==> config.mk <==
export PLATFORM = sky130hd
export DESIGN_NAME = rv32_dmem_arbiter
export DESIGN_NICKNAME = d
export VERILOG_FILES = /design/src/rtl/rv32_dmem_arbiter.sv
export SDC_FILE = /design/constraint.sdc
export NUM_CORES = 1
export LEC_CHECK = 0
export CELL_PAD_IN_SITES_DETAIL_PLACEMENT = 2
export CELL_PAD_IN_SITES_GLOBAL_PLACEMENT = 2
export CORE_ASPECT_RATIO = 1.25
export CORE_MARGIN = 8
export CORE_UTILIZATION = 10
export CTS_BUF_LIST = sky130_fd_sc_hd__clkbuf_4 sky130_fd_sc_hd__clkbuf_8
export DETAILED_ROUTE_END_ITERATION = 8
export GPL_TIMING_DRIVEN = 0
export PLACE_DENSITY = 0.81
export SYNTH_ARGS = -nofsm -noshare
export SYNTH_HDL_FRONTEND = slang
export SYNTH_SLANG_ARGS = --single-unit
==> constraint.sdc <==
create_clock -name clk_i -period 2.6 [get_ports clk_i]
set_input_delay 0.39 -clock clk_i [delete_from_list [all_inputs] [get_ports clk_i]]
set_output_delay 0.39 -clock clk_i [all_outputs]
set_load 0.01 [all_outputs]
==> src/rtl/rv32_dmem_arbiter.sv <==
// Data-memory arbiter between the RV32 MEM stage and a DMA/debug master.
// Optional DMEM_ARB_STATS_EN adds saturating stall/DMA-beat counters.
module rv32_dmem_arbiter #(
  parameter int unsigned DmaMaxWait = 4,
  parameter int unsigned LockMax    = 8
) (
  input  logic        clk_i,
  input  logic        rst_ni,
  input  logic        core_req_i,
  input  logic        core_we_i,
  input  logic [31:0] core_addr_i,
  input  logic [3:0]  core_be_i,
  input  logic [31:0] core_wdata_i,
  output logic        core_stall_o,
  output logic [31:0] core_rdata_o,
  input  logic        dma_req_i,
  input  logic        dma_we_i,
  input  logic        dma_lock_i,
  input  logic [31:0] dma_addr_i,
  input  logic [3:0]  dma_be_i,
  input  logic [31:0] dma_wdata_i,
  output logic        dma_gnt_o,
  output logic        dma_rvalid_o,
  output logic [31:0] dma_rdata_o,
  output logic [31:0] mem_addr_o,
  output logic        mem_we_o,
  output logic [3:0]  mem_be_o,
  output logic [31:0] mem_wdata_o,
  input  logic [31:0] mem_rdata_i
`ifdef DMEM_ARB_STATS_EN
  ,
  output logic [15:0] stall_cycles_o,
  output logic [15:0] dma_beats_o
`endif
);

  localparam logic [3:0] WaitMax  = 4'(DmaMaxWait);
  localparam logic [3:0] LockLast = 4'(LockMax - 1);

  typedef enum logic [0:0] {StCore, StDma} state_e;

  state_e      state_q, state_d;
  logic [3:0]  wait_q, wait_d;
  logic [3:0]  lock_q, lock_d;
  logic        rd_owner_dma_q, rd_owner_dma_d;
  logic        dma_gnt, core_gnt;

  always_comb begin
    state_d  = state_q;
    wait_d   = wait_q;
    lock_d   = lock_q;
    dma_gnt  = 1'b0;
    core_gnt = 1'b0;
    unique case (state_q)
      StCore: begin
        dma_gnt  = rst_ni & dma_req_i & (~core_req_i | (wait_q == WaitMax));
        core_gnt = rst_ni & core_req_i & ~dma_gnt;
        // lock_cnt counts burst beats including the current one; a 1-beat limit never locks
        if (dma_gnt && dma_lock_i && (LockMax > 1)) begin
          state_d = StDma;
          lock_d  = 4'd1;
        end
      end
      StDma: begin
        dma_gnt = rst_ni & dma_req_i;
        if (!dma_req_i || !dma_lock_i || (lock_q >= LockLast)) begin
          state_d = StCore;
          lock_d  = 4'd0;
        end else begin
          lock_d = lock_q + 4'd1;
        end
      end
      default: state_d = StCore;
    endcase

    if (dma_gnt || !dma_req_i) begin
      wait_d = 4'd0;
    end else if (core_gnt && (wait_q != WaitMax)) begin
      wait_d = wait_q + 4'd1;
    end

    rd_owner_dma_d = dma_gnt & ~dma_we_i;
  end

  always_ff @(posedge clk_i or negedge rst_ni) begin
    if (!rst_ni) begin
      state_q        <= StCore;
      wait_q         <= 4'd0;
      lock_q         <= 4'd0;
      rd_owner_dma_q <= 1'b0;
    end else begin
      state_q        <= state_d;
      wait_q         <= wait_d;
      lock_q         <= lock_d;
      rd_owner_dma_q <= rd_owner_dma_d;
    end
  end

  always_comb begin
    if (dma_gnt) begin
      mem_addr_o  = dma_addr_i;
      mem_wdata_o = dma_wdata_i;
      mem_we_o    = dma_we_i;
      mem_be_o    = dma_be_i;
    end else begin
      mem_addr_o  = core_addr_i;
      mem_wdata_o = core_wdata_i;
      mem_we_o    = core_gnt & core_we_i;
      mem_be_o    = core_gnt ? core_be_i : 4'b0000;
    end
  end

  assign dma_gnt_o    = dma_gnt;
  assign core_stall_o = rst_ni & core_req_i & ~core_gnt;
  assign dma_rvalid_o = rd_owner_dma_q;
  assign dma_rdata_o  = mem_rdata_i;
  assign core_rdata_o = mem_rdata_i;

`ifdef DMEM_ARB_STATS_EN
  logic [15:0] stall_cycles_q, stall_cycles_d;
  logic [15:0] dma_beats_q, dma_beats_d;

  always_comb begin
    stall_cycles_d = stall_cycles_q;
    dma_beats_d    = dma_beats_q;
    if (core_stall_o && (stall_cycles_q != 16'hFFFF)) begin
      stall_cycles_d = stall_cycles_q + 16'd1;
    end
    if (dma_gnt && (dma_beats_q != 16'hFFFF)) begin
      dma_beats_d = dma_beats_q + 16'd1;
    end
  end

  always_ff @(posedge clk_i or negedge rst_ni) begin
    if (!rst_ni) begin
      stall_cycles_q <= 16'd0;
      dma_beats_q    <= 16'd0;
    end else begin
      stall_cycles_q <= stall_cycles_d;
      dma_beats_q    <= dma_beats_d;
    end
  end

  assign stall_cycles_o = stall_cycles_q;
  assign dma_beats_o    = dma_beats_q;
`endif

endmodule
# Word-level counts from Yosys, hierarchy flattened
# Index checks and enable logic that the tools add are counted.
[classes] addsub=2 magnitude_cmp=1 eq_ne=3 mux=15 n_bitwise=13 n_reduce_logical=8
[ops] operator="two-way mux 32 bit" count=2
[ops] operator="two-way mux 4 bit" count=6
[ops] operator="adder 4 x 1 -> 4 bit, second input constant" count=2
[ops] operator="one-hot mux 4 bit (2 select lines)" count=1
[ops] operator="AND 1 bit" count=7
[ops] operator="NOT 1 bit" count=5
[ops] operator="== test 4 x 3 -> 1 bit, second input constant" count=1
[ops] operator="greater-or-equal comparator 4 x 3 -> 1 bit, second input constant" count=1
[ops] operator="two-way mux 1 bit" count=4
[ops] operator="!= test 4 x 3 -> 1 bit, second input constant" count=1
[ops] operator="one-hot mux 1 bit (2 select lines)" count=2
[ops] operator="logical OR 1 bit" count=3
[ops] operator="logical AND 1 bit" count=2
[ops] operator="logical NOT 1 bit" count=2
[ops] operator="!= test 2 bit, second input constant" count=1
[ops] operator="nonzero test 2 bit" count=1
[ops] operator="bitwise OR 1 bit" count=1
[word_totals] regBits=10 inputBits=175 output_inout_bits=136 word_cells=46

# Longest topological paths before layout
# Gate-level depths: netlist of the first run.
[depth] ltp_word=9 mapped_depth=6 mapped_depth_nobuf=5

# Worst setup path before layout of the first run
# Ideal clock, no wire load.
[synth_timing] path_kind="reg-to-output" start="reg wait_q[0]" end="out mem_addr_o[18]" arrival_time_ps=1628 required_ps=2210 slack_ps=582 stages_incl_launch_ff=7 path_buffers=1 cell_sequence="dfrtp_1 -> inv_1 -> ha_1 -> nand3b_2 -> a21oi_4 -> buf_4 -> mux2_1"
[synth_via] elab_chain_cells=5
[synth_rtl] element="start: declaration" line_no="43" text="logic [3:0] wait_q, wait_d;"
[synth_rtl] element="start signal: assignment" line_no="93" text="wait_q <= wait_d;"
[synth_rtl] element="== test 4 x 3 -> 1 bit" line_no="56" text="dma_gnt = rst_ni & dma_req_i & (~core_req_i | (wait_q == WaitMax));"
[synth_rtl] element="bitwise OR 1 bit" line_no="56"
[synth_rtl] element="AND 1 bit" line_no="56"
[synth_rtl] element="one-hot mux 1 bit (2 select lines)" line_no="54" text="unique case (state_q)"
[synth_rtl] element="via dma_gnt_o" line_no="22" text="output logic dma_gnt_o,"
[synth_rtl] element="two-way mux 32 bit" line_no="100" text="if (dma_gnt) begin"
[synth_rtl] element="end: declaration" line_no="25" text="output logic [31:0] mem_addr_o,"
# The timed path passes the listed nets, and every way through them passes these cells.

# Worst setup path after layout of the first run
[layout_timing] start="reg wait_q[0]" end="out mem_wdata_o[2]"
[layout_via] elab_chain_cells=5
[layout_rtl] element="== test 4 x 3 -> 1 bit" line_no="56"
[layout_rtl] element="bitwise OR 1 bit" line_no="56"
[layout_rtl] element="AND 1 bit" line_no="56"
[layout_rtl] element="one-hot mux 1 bit (2 select lines)" line_no="54"
[layout_rtl] element="two-way mux 32 bit" line_no="100"
[layout_rtl] element="end: declaration" line_no="28" text="output logic [31:0] mem_wdata_o,"
# No other way between the ends.

==> impl_metrics.ini, run 1 <==
[sta]
fin_crit_sh_pct = 97.7
worst_slack_ps = 59.8
grt_setup_unrepaired = yes
relSlewSlack_pct = 70.2
skew_ps = 4.98
fin_crit_ps = 2540
hold_violations = 0
tns_ps = 0
finalSetupViolations = 0
worst_pin_slew_ps = 446
fmax_mhz = 394
final-max-slew-violation-count = 0

[synth]
yosys.cell_types.count = 32
async_flop_share_pct = 100
netlist_area_sq_um = 1930
synth_edf_count = 0
yosys_register_bits = 10
synth_nets = 386
yosys_warnings = 0
ys_seq_area_share_pct = 13.0
syn_area_per_cell_sq_um = 9.26
syn-instance-count = 208
synth-main-ff-cell = dfrtp_1

[setup_path]
crit_type = flop to primary output
r2r-start = state_q$_DFF_PN0_
critical_path.slowest_cell = dfrtp_1
worstPathArrival_ps = 2150
crit_buf_inv = 5
crit_path_max_incr_delay_ps = 400
path_cells = inv_2 > ha_4 > nand3b_4 > a21oi_4 > buf_12 > buf_4 > buf_8 > mux2_2 > clkdlybuf4s15_1
required_ps = 2210
r2r-end = wait_q[3]$_DFFE_PN0P_
worstRegToRegCells = 4
critPathMaxFanout = 10
cp_top_family = buffers and inverters
r2r_slack_ps = 940
endpoint_kind = primary output
crit_path_start_kind = flop

[finish]
nets = 676
layout_commonest_cell = clkdlybuf4s50_1
multi_input_area_sq_um = 1140
drive_gt1_share_pct = 31.6
mostFrequentLayoutCells = 206 x clkdlybuf4s50_1, 73 x buf_4, 56 x mux2_2, 37 x dlygate4sd2_1, 26 x clkdlybuf4s15_1
stdcell_count = 729
design_area_sq_um = 5110
seq_area_sq_um = 250
final_util_pct = 27.1
syn2layout_area_growth_pct = 165
diodes = 0
nFillCells = 2122

[clock_tree]
h-tree-depth = 1
clk_pin_slew_ps = 50
clock_sinks = 10
cts_root_buffer = clkbuf_8
cts_hold_buf = 0
cts_buffers = 3
clkLatencyLatePin_ps = 240
cts_tree = yes
cts.path.max_buffers = 2

[floorplanning]
die_w_um = 140
die_area_sq_um = 24000
rows = 56
initial_utilization_pct = 10.2
die_y_um = 171
ios = 311
core_sq_um = 18800

[power_and_ir_drop]
p_per_area_nw_per_um2 = 226
p_leak_nw = 2.15
vdd_drop_max_mv = 0.102

[min_path]
hold_path.class = primary input to async pin

[placed_design]
post-place-ws_ps = -1130
io_buffers = 278
finalWeightedCongestion = 0.915
post-place-cells = 718
place_area_sq_um = 5000
dp_hpwl_um = 13300

[grt]
grt_max_degree = 18
grt_antenna_before_repair = 2
overflow = 0
groute.usage.overall_pct = 11.4
grt_pass1_vias = 3381
grt_pass1_wl_um = 21000

[route]
routed_wirelength_um = 14600
drtPass1Iterations = 4
wl_per_cell_um = 20.0
num_vias = 2773
final_antenna_net_count = 0
vias_per_cell = 3.80
first_iter_violations = 52
route.detailed.drc = 0

[run_status]
status = finished, final reports clean

[flow_run]
cap_violations = 0
==> through the flow <==
step / hold WS [ps] / total power [mW]
after floorplan: 94.4 / 0.458
after global placement: 468 / 0.984
after detailed placement: 510 / 1.01
after CTS: 52.3 / 1.18
after global routing: 69.4 / 1.22
final: 49.0 / 1.15
==> registers in the layout, summed over array words and instances, names as in the netlist <==
name,cells
state_q,1
lock_q,4
wait_q,4
dma_rvalid_o,1
==> power breakdown <==
group          switching, mW  internal [mW]  leakage [nW]
Combinational          0.269          0.511          1.98
Clock                 0.0645          0.133        0.0288
Sequential           0.00963          0.165         0.136
==> layout make-up <==
type | instances | share of cell area [%]
sequential | 10 | 4.90
inverter | 7 | 0.514
multi-input combinational | 118 | 22.2
buffer | 69 | 10.5
timing repair buffer | 289 | 55.1
clock buffer | 4 | 1.08
tap | 232 | 5.68
==> worst register-to-register path, stage by stage (launching register included) <==
cell and delay [ps]:
dfrtp_1 350, buf_2 170, nand3b_1 240, or4_1 530, a211oi_1 270
==> repair_timing <==
action / in CTS / in global routing
hold endpoints to repair: 0 / 0
endpoints found under the setup margin: 71 / 48
pin swaps: 2 / 1
buffers inserted: 11 / 0
gates resized for setup: 116 / 19
==> logic make-up after synthesis <==
kind of cell               synth area share, %
buffers and inverters                     29.5
AOI/OAI and AO/OA                         7.08
muxes                                     40.0
adders and majority gates                 1.95
DFF                                       13.0
and+or+nand+nor                           8.45
==> synth_stat cells, types with 3 or more instances <==
library cell  count  area share [%]
o21ai_0           3            0.78
ha_1              3             1.9
nand3_1           5             1.3
a21oi_1           4             1.0
inv_1             7             1.4
mux2_2           56              33
mux2i_1           5             2.6
nand2_1          11             2.1
buf_4            71              28
a211oi_1          3             1.2
mux2_1            8             4.7
dfrtp_1          10              13
==> routing by layer <==
metal | vias to the layer above | GRT usage, % | routed length, um | part of all wire, %
met4 | 0 | 0.710 | 49 | 0.34
met1 | 1274 | 10.4 | 4960 | 34
met5 | - | 0 | 0 | 0
met2 | 248 | 21.8 | 7310 | 50
li1 | 1245 | - | - | -
met3 | 6 | 7.06 | 2280 | 16
==> worst max-delay path by stage <==
stage	cells after the start	endpoint	slack [ps]	start
after global placement	6	mem_we_o	-1070	rst_ni
after CTS	9	mem_addr_o[9]	2	wait_q[0]$_DFFE_PN0P_
final	9	mem_wdata_o[2]	60	wait_q[0]$_DFFE_PN0P_
after detailed placement	6	mem_we_o	-1130	rst_ni
after global routing	7	core_stall_o	-4	wait_q[1]$_DFFE_PN0P_
after floorplan	6	mem_addr_o[18]	580	wait_q[0]$_DFFE_PN0P_
No activity file was read; power rests on OpenSTA's default activity.
==> inputs of run 2 (changes only) <==
GPL_ROUTABILITY_DRIVEN = 0   (was unset)
MAX_ROUTING_LAYER = met4   (was unset)
==> run 2 against run 1 <==
Net effect:
- routed wire length barely moved
- clock skew barely moved
- sequential power barely moved
- sequential share of layout area did not move
- first-iteration DRC count rose by 13%
- combinational power barely moved
- register-to-register slack barely moved
- critical path depth did not move
- die area did not move
- clock power barely moved
- highest routed layer unchanged
==> impl_metrics.ini, run 2 (synthesis results as in run 1) <==
[sta]
final-max-slew-violation-count = 0
hold_violations = 0
relSlewSlack_pct = 70.2
worst_slack_ps = 56.1
grt_setup_unrepaired = yes
fin_crit_ps = 2540
skew_ps = 4.66
worst_hold_slack_ps = 49.4
fin_crit_sh_pct = 97.8
fmax_mhz = 393
worst_pin_slew_ps = 447
finalSetupViolations = 0

[power_and_ir_drop]
p_per_area_nw_per_um2 = 226
finalPower_mw = 1.15
p_leak_nw = 2.15
p_sw_share_pct = 29.8
vdd_drop_max_mv = 0.102
clkPwrFrac_pct = 17.1
p_sw_mw = 0.344
intPower_mw = 0.809
seq_power_share_pct = 15.1
comb_power_share_pct = 67.7

[clock_tree]
cts.path.max_buffers = 2
cts_buffers = 3
clock_sinks = 10
clk_pin_slew_ps = 50
cts_root_buffer = clkbuf_8
cts_hold_buf = 0
h-tree-depth = 1
clkLatencyLatePin_ps = 240
cts_tree = yes

[floorplanning]
die_w_um = 140
die_y_um = 171
die_area_sq_um = 24000
core_sq_um = 18800
rows = 56
initial_utilization_pct = 10.2
ios = 311

[route]
vias_per_cell = 3.80
routed_wirelength_um = 14600
dr_wl_met2_um = 7300
wl_met1_um = 5330
num_vias = 2771
wl_met3_um = 1920
route.detailed.drc = 0
final_antenna_net_count = 0
maxUsedRoutingLayer = met4
drtPass1Iterations = 3
first_iter_violations = 59
wl_per_cell_um = 20.0

[setup_path]
endpoint_kind = primary output
crit_buf_inv = 5
cp_top_family = buffers and inverters
crit_path_start_kind = flop
required_ps = 2210
crit_type = flop to primary output
path_cells = inv_2 > ha_4 > nand3b_4 > a21oi_4 > buf_12 > buf_4 > buf_8 > mux2_2 > clkdlybuf4s15_1
worstPathArrival_ps = 2150
crit_path_max_incr_delay_ps = 400
critPathMaxFanout = 10
critical_path.slowest_cell = dfrtp_1

[finish]
multi_input_area_sq_um = 1140
mostFrequentLayoutCells = 206 x clkdlybuf4s50_1, 73 x buf_4, 56 x mux2_2, 37 x dlygate4sd2_1, 26 x clkdlybuf4s15_1
seq_area_sq_um = 250
nFillCells = 2122
diodes = 0
drive_gt1_share_pct = 31.6
layout_commonest_cell = clkdlybuf4s50_1
syn2layout_area_growth_pct = 165
reg_top3 = lock_q (4), wait_q (4)
nets = 676

[grt]
groute.usage.overall_pct = 11.7
overflow = 0
grt_pass1_wl_um = 20900
grt_antenna_before_repair = 2
grt_pass1_vias = 3410
grt_max_degree = 18

[placed_design]
dp_hpwl_um = 13300
io_buffers = 278
post-place-ws_ps = -1130

[min_path]
hold_path.class = primary input to async pin

[run_status]
status = finished, final reports clean

[flow_run]
cap_violations = 0
==> run 2: cell counts in the layout (fill, tap and decap cells not counted) <==
Identical to the previous run, type by type.
==> run 2: final cells by class <==
type                            instances  area share [%]
Timing Repair Buffer                  289            55.1
Buffer                                 69            10.5
Sequential cell                        10            4.90
Tap cell                              232            5.68
Inverter                                7           0.514
Multi-Input combinational cell        118            22.2
Clock buffer                            4            1.08
==> run 2: final timing paths <==
path | start | end | slack [ps] | cells past startpoint
max | wait_q[0]$_DFFE_PN0P_ | mem_wdata_o[2] | 60 | 9
min | rst_ni | dma_rvalid_o$_DFF_PN0_ | 50 | 1
max reg2reg | state_q$_DFF_PN0_ | wait_q[3]$_DFFE_PN0P_ | 940 | 4
min reg2reg | lock_q[3]$_DFFE_PN0P_ | lock_q[3]$_DFFE_PN0P_ | 510 | 1
max in group asynchronous | rst_ni | lock_q[0]$_DFFE_PN0P_ | 2300 | 1
min in group clk_i | lock_q[3]$_DFFE_PN0P_ | lock_q[3]$_DFFE_PN0P_ | 510 | 1
==> run 2: worst reg2reg max path, delay by kind of cell, from the launching register on <==
family	cells	cell delay (ps)
flops	1	350
buf+inv	1	170
simple gates	2	770
compound gates	1	270
==> run 2: routing by layer <==
layer,vias up,GRT usage [%]
met2,253,21.8
met1,1268,11.2
met3,6,5.66
met5,-,-
met4,0,0.710
li1,1244,-
==> run 2: metrics by stage <==
stage	util, %	instances	setup TNS [ps]	area [sq um]
after CTS	27.3	731	0	5140
after global routing	27.1	729	-4.09	5110
after floorplan	-	208	0	1930
after detailed placement	26.5	718	-66170	5000
after global placement	26.5	718	-60900	5000
final	27.1	729	0	5110
==> run 2: power by group through the flow <==
stage | Combinational (mW) | Sequential [mW] | Clock [mW]
after floorplan | 0.284 | 0.174 | 0
after global placement | 0.809 | 0.175 | 0
after detailed placement | 0.828 | 0.177 | 0
after CTS | 0.797 | 0.174 | 0.204
after global routing | 0.830 | 0.176 | 0.210
final | 0.781 | 0.175 | 0.197
==> run 2: what timing repair did <==
item | 4_1_cts | 5_1_grt
endpoints found under the setup margin | 71 | 48
resized for setup | 116 | 19
pin swaps | 2 | 1
setup buffers | 11 | 0
